==> src/rtl/nn_pkg.sv <==
// nn_pkg: shared state encoding, default layer geometry and index-width helper for the layer sequencer.
package nn_pkg;
   localparam int N_INPUTS_DEF  = 4;
   localparam int N_NEURONS_DEF = 4;
   localparam int N_LAYERS_DEF  = 2;
   typedef logic [2:0] state_t;
   localparam state_t S_IDLE = 3'd0;
   localparam state_t S_CLR  = 3'd1;
   localparam state_t S_ACC  = 3'd2;
   localparam state_t S_ACT  = 3'd3;
   localparam state_t S_WB   = 3'd4;
   localparam state_t S_DONE = 3'd5;
   // index width for a value range of n, never narrower than one bit
   function automatic int idx_w(input int n);
      return (n > 1) ? $clog2(n) : 1;
   endfunction
endpackage

==> src/rtl/nn_wrap_counter.sv <==
// nn_wrap_counter: index counter that wraps to zero after max, with synchronous clear and last flag.
module nn_wrap_counter #(
   parameter int W = 2
) (
   input  logic         clk,
   input  logic         rst_n,
   input  logic         en_i,
   input  logic         clr_i,
   input  logic [W-1:0] max_i,
   output logic [W-1:0] value_o,
   output logic         last_o
);
   logic [W-1:0] value_q, value_d;
   assign last_o  = value_q == max_i;
   assign value_o = value_q;
   assign value_d = clr_i ? '0 : en_i ? (last_o ? '0 : value_q + 1'b1) : value_q;
   always_ff @(posedge clk or negedge rst_n)
      if (!rst_n) value_q <= '0;
      else        value_q <= value_d;
endmodule

==> src/rtl/nn_layer_sequencer.sv <==
// nn_layer_sequencer: clear/accumulate/activate/write-back sequencer across N_LAYERS x N_NEURONS.
// Define NNSEQ_BIAS_EN to append a bias operand read as the final accumulate beat of each neuron.
module nn_layer_sequencer
   import nn_pkg::*;
#(
   parameter int N_INPUTS  = N_INPUTS_DEF,
   parameter int N_NEURONS = N_NEURONS_DEF,
   parameter int N_LAYERS  = N_LAYERS_DEF
) (
   input  logic                         clk,
   input  logic                         rst_n,
   input  logic                         start_i,
   input  logic                         abort_i,
   input  logic                         stall_i,
   output logic                         ag_rst_o,
   output logic                         ag_read_o,
   output logic                         alu_rst_o,
   output logic [idx_w(N_INPUTS+1)-1:0] in_idx_o,
   output logic [idx_w(N_NEURONS)-1:0]  neuron_idx_o,
   output logic [idx_w(N_LAYERS)-1:0]   layer_idx_o,
   output logic                         act_en_o,
   output logic                         wr_en_o,
   output logic                         busy_o,
   output logic                         done_o
);
   localparam int IW = idx_w(N_INPUTS + 1);
   localparam int NW = idx_w(N_NEURONS);
   localparam int LW = idx_w(N_LAYERS);
`ifdef NNSEQ_BIAS_EN
   localparam int N_ACC = N_INPUTS + 1;
`else
   localparam int N_ACC = N_INPUTS;
`endif
   state_t state_q, state_d;
   logic   abt, in_last, nrn_last, lyr_last, acc_step, wb_step;
   assign busy_o   = state_q != S_IDLE;
   assign abt      = abort_i && busy_o;
   assign acc_step = state_q == S_ACC && !stall_i && !abt;
   assign wb_step  = state_q == S_WB && !abt;
   // strobes are suppressed in the cancelling cycle so an abort never leaks a write or done
   assign ag_rst_o  = state_q == S_CLR && !abt;
   assign alu_rst_o = state_q == S_CLR && !abt;
   assign ag_read_o = acc_step;
   assign act_en_o  = state_q == S_ACT && !abt;
   assign wr_en_o   = wb_step;
   assign done_o    = state_q == S_DONE && !abt;
   always_comb begin
      state_d = state_q;
      if (abt) state_d = S_IDLE;
      else
         case (state_q)
            S_IDLE:  state_d = start_i ? S_CLR : S_IDLE;
            S_CLR:   state_d = S_ACC;
            S_ACC:   state_d = (acc_step && in_last) ? S_ACT : S_ACC;
            S_ACT:   state_d = S_WB;
            S_WB:    state_d = (nrn_last && lyr_last) ? S_DONE : S_CLR;
            default: state_d = S_IDLE;
         endcase
   end
   always_ff @(posedge clk or negedge rst_n)
      if (!rst_n) state_q <= S_IDLE;
      else        state_q <= state_d;
   // in_idx is only meaningful inside ACC; it is held at zero everywhere else
   nn_wrap_counter #(.W(IW)) u_in_cnt (
      .clk     (clk),
      .rst_n   (rst_n),
      .en_i    (acc_step),
      .clr_i   (abt || state_q != S_ACC),
      .max_i   (IW'(N_ACC - 1)),
      .value_o (in_idx_o),
      .last_o  (in_last)
   );
   nn_wrap_counter #(.W(NW)) u_nrn_cnt (
      .clk     (clk),
      .rst_n   (rst_n),
      .en_i    (wb_step),
      .clr_i   (abt),
      .max_i   (NW'(N_NEURONS - 1)),
      .value_o (neuron_idx_o),
      .last_o  (nrn_last)
   );
   nn_wrap_counter #(.W(LW)) u_lyr_cnt (
      .clk     (clk),
      .rst_n   (rst_n),
      .en_i    (wb_step && nrn_last),
      .clr_i   (abt),
      .max_i   (LW'(N_LAYERS - 1)),
      .value_o (layer_idx_o),
      .last_o  (lyr_last)
   );
endmodule

==> config.mk <==
export PLATFORM = sky130hd
export DESIGN_NAME = nn_layer_sequencer
export DESIGN_NICKNAME = d
export VERILOG_FILES = /design/src/rtl/nn_pkg.sv /design/src/rtl/nn_wrap_counter.sv /design/src/rtl/nn_layer_sequencer.sv
export SDC_FILE = /design/constraint.sdc
export NUM_CORES = 1
export LEC_CHECK = 0
export BUFFER_PORTS_ARGS = -buffer_cell sky130_fd_sc_hd__buf_2
export CORE_AREA = 2 2 39 41
export DETAILED_ROUTE_END_ITERATION = 7
export DIE_AREA = 0 0 41 43
export PLACE_DENSITY = 0.68
export SYNTH_ARGS = -nofsm -noshare
export SYNTH_HDL_FRONTEND = slang
export SYNTH_SLANG_ARGS = --single-unit
==> constraint.sdc <==
create_clock -name clk -period 1.9 [get_ports clk]
set_clock_uncertainty 0.1 [all_clocks]
set_input_delay 0.095 -clock clk [delete_from_list [all_inputs] [get_ports clk]]
set_output_delay 0.095 -clock clk [all_outputs]
set_load 0.05 [all_outputs]
==> impl_metrics.env <==
export IMPL_outcome="finished, final reports clean"
export IMPL_p_per_area_mw_per_mm2=938
export IMPL_critPathCaptureType="output pin"
export IMPL_drtIter0Drc=8
export IMPL_wl_per_cell_um=11.2
export IMPL_critPathBufInv=1
export IMPL_die_area_mm2=0.00176
export IMPL_grt_pass1_wl_um=1900
export IMPL_cts_sinks=9
export IMPL_synth_avg_cell_area_um2=8.76
export IMPL_synth_area_um2=561
export IMPL_gp_congestion=0.754
export IMPL_hold_class="primary input to flop"
export IMPL_vdd_drop_max_uv=399
export IMPL_antenna_found_initial=0
export IMPL_rsz0062_at_grt="false"
export IMPL_synth_top_cell_area_share_pct=40.2
export IMPL_drive_gt1_share_pct=28.9
export IMPL_start_util_pct=40.5
export IMPL_drtPass1Iterations=4
export IMPL_yosys_warnings=0
export IMPL_path_class="flop to output pin"
export IMPL_leakage_nw=0.342
export IMPL_grt_ovfl_total=0
export IMPL_fp_coreArea_mm2=0.00138
export IMPL_yosysMostFrequentCell="dfrtp_1"
export IMPL_cts_tree="yes"
export IMPL_required_ns=1.70
export IMPL_fin_nets=91
export IMPL_yosysUniqueCellTypes=24
export IMPL_clk_transition_reported_paths_ns=0.06
export IMPL_synth_edf_count=0
export IMPL_hpwlAfterDp_um=818
export IMPL_grt_usage_pct=15.9
export IMPL_die_y_um=43
export IMPL_finalWirelength_um=1110
export IMPL_area_growth_pct=20.5
export IMPL_worst_pin_slew_ns=0.350
export IMPL_rows=14
export IMPL_vias=485
export IMPL_first_global_vias=425
export IMPL_clock_path_buffers=2
export IMPL_clockRootBuffer="clkbuf_4"
export IMPL_worst_slack_ns=0.163
export IMPL_slowest_delay_ns=0.50
export IMPL_final_seq_area_um2=225
export IMPL_fillCellCount=146
export IMPL_synth_ff_type="dfrtp_1"
export IMPL_die_w_um=41
export IMPL_syn_nets=71
export IMPL_period_needed_ns=1.74
export IMPL_htreeDepth=1
export IMPL_path_cells="and2b_2, nand2_1, nor2_1, buf_2"
export IMPL_synth_top_area_cell="dfrtp_1"
export IMPL_path_delay_family="simple AND/OR/NAND/NOR gates"
export IMPL_synthTopCellsByCount="dfrtp_1 (9), nand2_1 (8), nor2_1 (6)"
export IMPL_fin_crit_sh_pct=91.4
export IMPL_diodes=0
export IMPL_drv_cap=0
export IMPL_post_cts_buffers=0
export IMPL_ys_seq_elements=9
export IMPL_ys_seq_area_share_pct=40.2
export IMPL_multi_input_area_um2=280
export IMPL_grt_max_degree=11
export IMPL_whs_ns=0.0205
export IMPL_fmaxAchievable_ghz=0.576
export IMPL_pre_cts_ws_ns=0.436
export IMPL_syn_inst=64
export IMPL_synth_area_top_cells="dfrtp_1 (40%), buf_6 (6.0%), nand2b_1 (5.6%), nand2_1 (5.4%), ha_1 (4.5%)"
export IMPL_setup_viol_count_final=0
export IMPL_slew_violations=0
export IMPL_tns_ns=0
export IMPL_drt_antenna_violating_nets=0
export IMPL_vias_per_cell=4.90
export IMPL_relSlewSlack_pct=76.5
export IMPL_insertion_delay_ns=0.26
export IMPL_crit_slowest_cell="dfrtp_1"
export IMPL_path_max_fanout=9
export IMPL_cp_start_kind="flop"
export IMPL_io_buffer_count=17
export IMPL_async_flop_share_pct=100
export IMPL_cts_resized=0
export IMPL_drcViolationCount=0
export IMPL_worst_ep_arrival_time_ns=1.54
export IMPL_numCtsBuffers=3
export IMPL_hold_viol=0
export IMPL_ios=18
-- flip-flops by register name, indices dropped and copies added, names as in the netlist --
name,flops
u_lyr_cnt.value_o,1
u_in_cnt.value_o,3
u_nrn_cnt.value_o,2
state_q,3
-- per-layer routing --
layer | part of all wire [%] | GRT usage (%) | vias to the layer above
met5 | 0 | 0 | -
met4 | 0.36 | 6.00 | 0
met3 | 6.2 | 4.71 | 2
met2 | 46 | 20.6 | 16
met1 | 47 | 24.3 | 217
li1 | - | - | 250
-- worst reg2reg max path: stages (launching register included) --
cell	delay, ns
dfrtp_1	0.40
ha_1	0.21
nor2b_1	0.14
or3b_1	0.34
a21oi_1	0.15
-- placed cells by master, fill, tap and decap left out --
cell type | netlist | layout
o21ai_0 | 2 | 2
nor2_1 | 6 | 6
inv_1 | 5 | 5
nor3_2 | 0 | 1
clkbuf_1 | 0 | 1
o22ai_1 | 1 | 1
nor3_1 | 4 | 3
o311ai_0 | 1 | 1
and2b_2 | 1 | 1
ha_1 | 2 | 2
nand3_1 | 2 | 2
dlygate4sd3_1 | 0 | 2
or3_1 | 2 | 2
nand2b_4 | 1 | 1
nor2b_1 | 2 | 2
nand2b_1 | 5 | 5
o21a_1 | 1 | 1
a21o_1 | 1 | 1
buf_2 | 0 | 17
clkbuf_4 | 0 | 3
dfrtp_1 | 9 | 9
a31oi_1 | 1 | 1
nand2_1 | 8 | 8
a32o_1 | 1 | 1
a21oi_1 | 3 | 3
or3b_1 | 1 | 1
a21oi_2 | 1 | 1
-- report_power, final --
group | leakage (nW) | internal (mW) | switching (mW)
Combinational | 0.204 | 0.0690 | 0.163
Clock | 0.0150 | 0.0810 | 0.0694
Sequential | 0.122 | 0.214 | 0.0367
Total | 0.342 | 0.364 | 0.269
-- per-stage QoR --
stage / std cells / util, % / area (um^2) / total power [mW]
detailed placement: 93 / 45.5 / 629 / 0.486
CTS: 99 / 48.8 / 676 / 0.642
finish: 99 / 48.8 / 676 / 0.634
global placement: 93 / 45.5 / 629 / 0.482
global route: 99 / 48.8 / 676 / 0.678
floorplan: 64 / - / 566 / 0.446
-- timing repair --
item	4_1_cts	5_1_grt
endpoints found under the setup margin	0	0
endpoints found under the hold margin	10	0
hold buffers	2	0
-- final timing paths --
check | cells past startpoint | endpoint | slack (ns) | from
worst max-delay path | 4 | ag_read_o | 0.16 | state_q[2]$_DFF_PN0_
worst min-delay path | 3 | u_in_cnt.value_o[1]$_DFFE_PN0P_ | 0.02 | stall_i
worst max register to register | 4 | u_in_cnt.value_o[1]$_DFFE_PN0P_ | 0.48 | u_in_cnt.value_o[0]$_DFFE_PN0P_
worst min register to register | 2 | u_in_cnt.value_o[2]$_DFFE_PN0P_ | 0.44 | u_in_cnt.value_o[2]$_DFFE_PN0P_
max in group asynchronous | 2 | u_in_cnt.value_o[2]$_DFFE_PN0P_ | 1.41 | rst_n
min in group asynchronous | 2 | state_q[2]$_DFF_PN0_ | 0.11 | rst_n
-- area by class of cell --
cell class | count | area share, %
Multi-Input combinational cell | 46 | 41.5
Tap cell | 16 | 2.96
Timing Repair Buffer | 19 | 15.6
Sequential cell | 9 | 33.3
Inverter | 5 | 2.78
Clock buffer | 4 | 3.89
-- kinds of logic (layout without fill, tap and decap cells) --
kind of cell | after synthesis | after routing | share of synthesized area, %
AOI/OAI and AO/OA | 12 | 12 | 14.3
adders and majority gates | 2 | 2 | 4.46
buffers and inverters | 9 | 28 | 10.7
DFF | 9 | 9 | 40.2
and+or+nand+nor | 32 | 32 | 30.4
No activity file was read; power rests on OpenSTA's default activity.
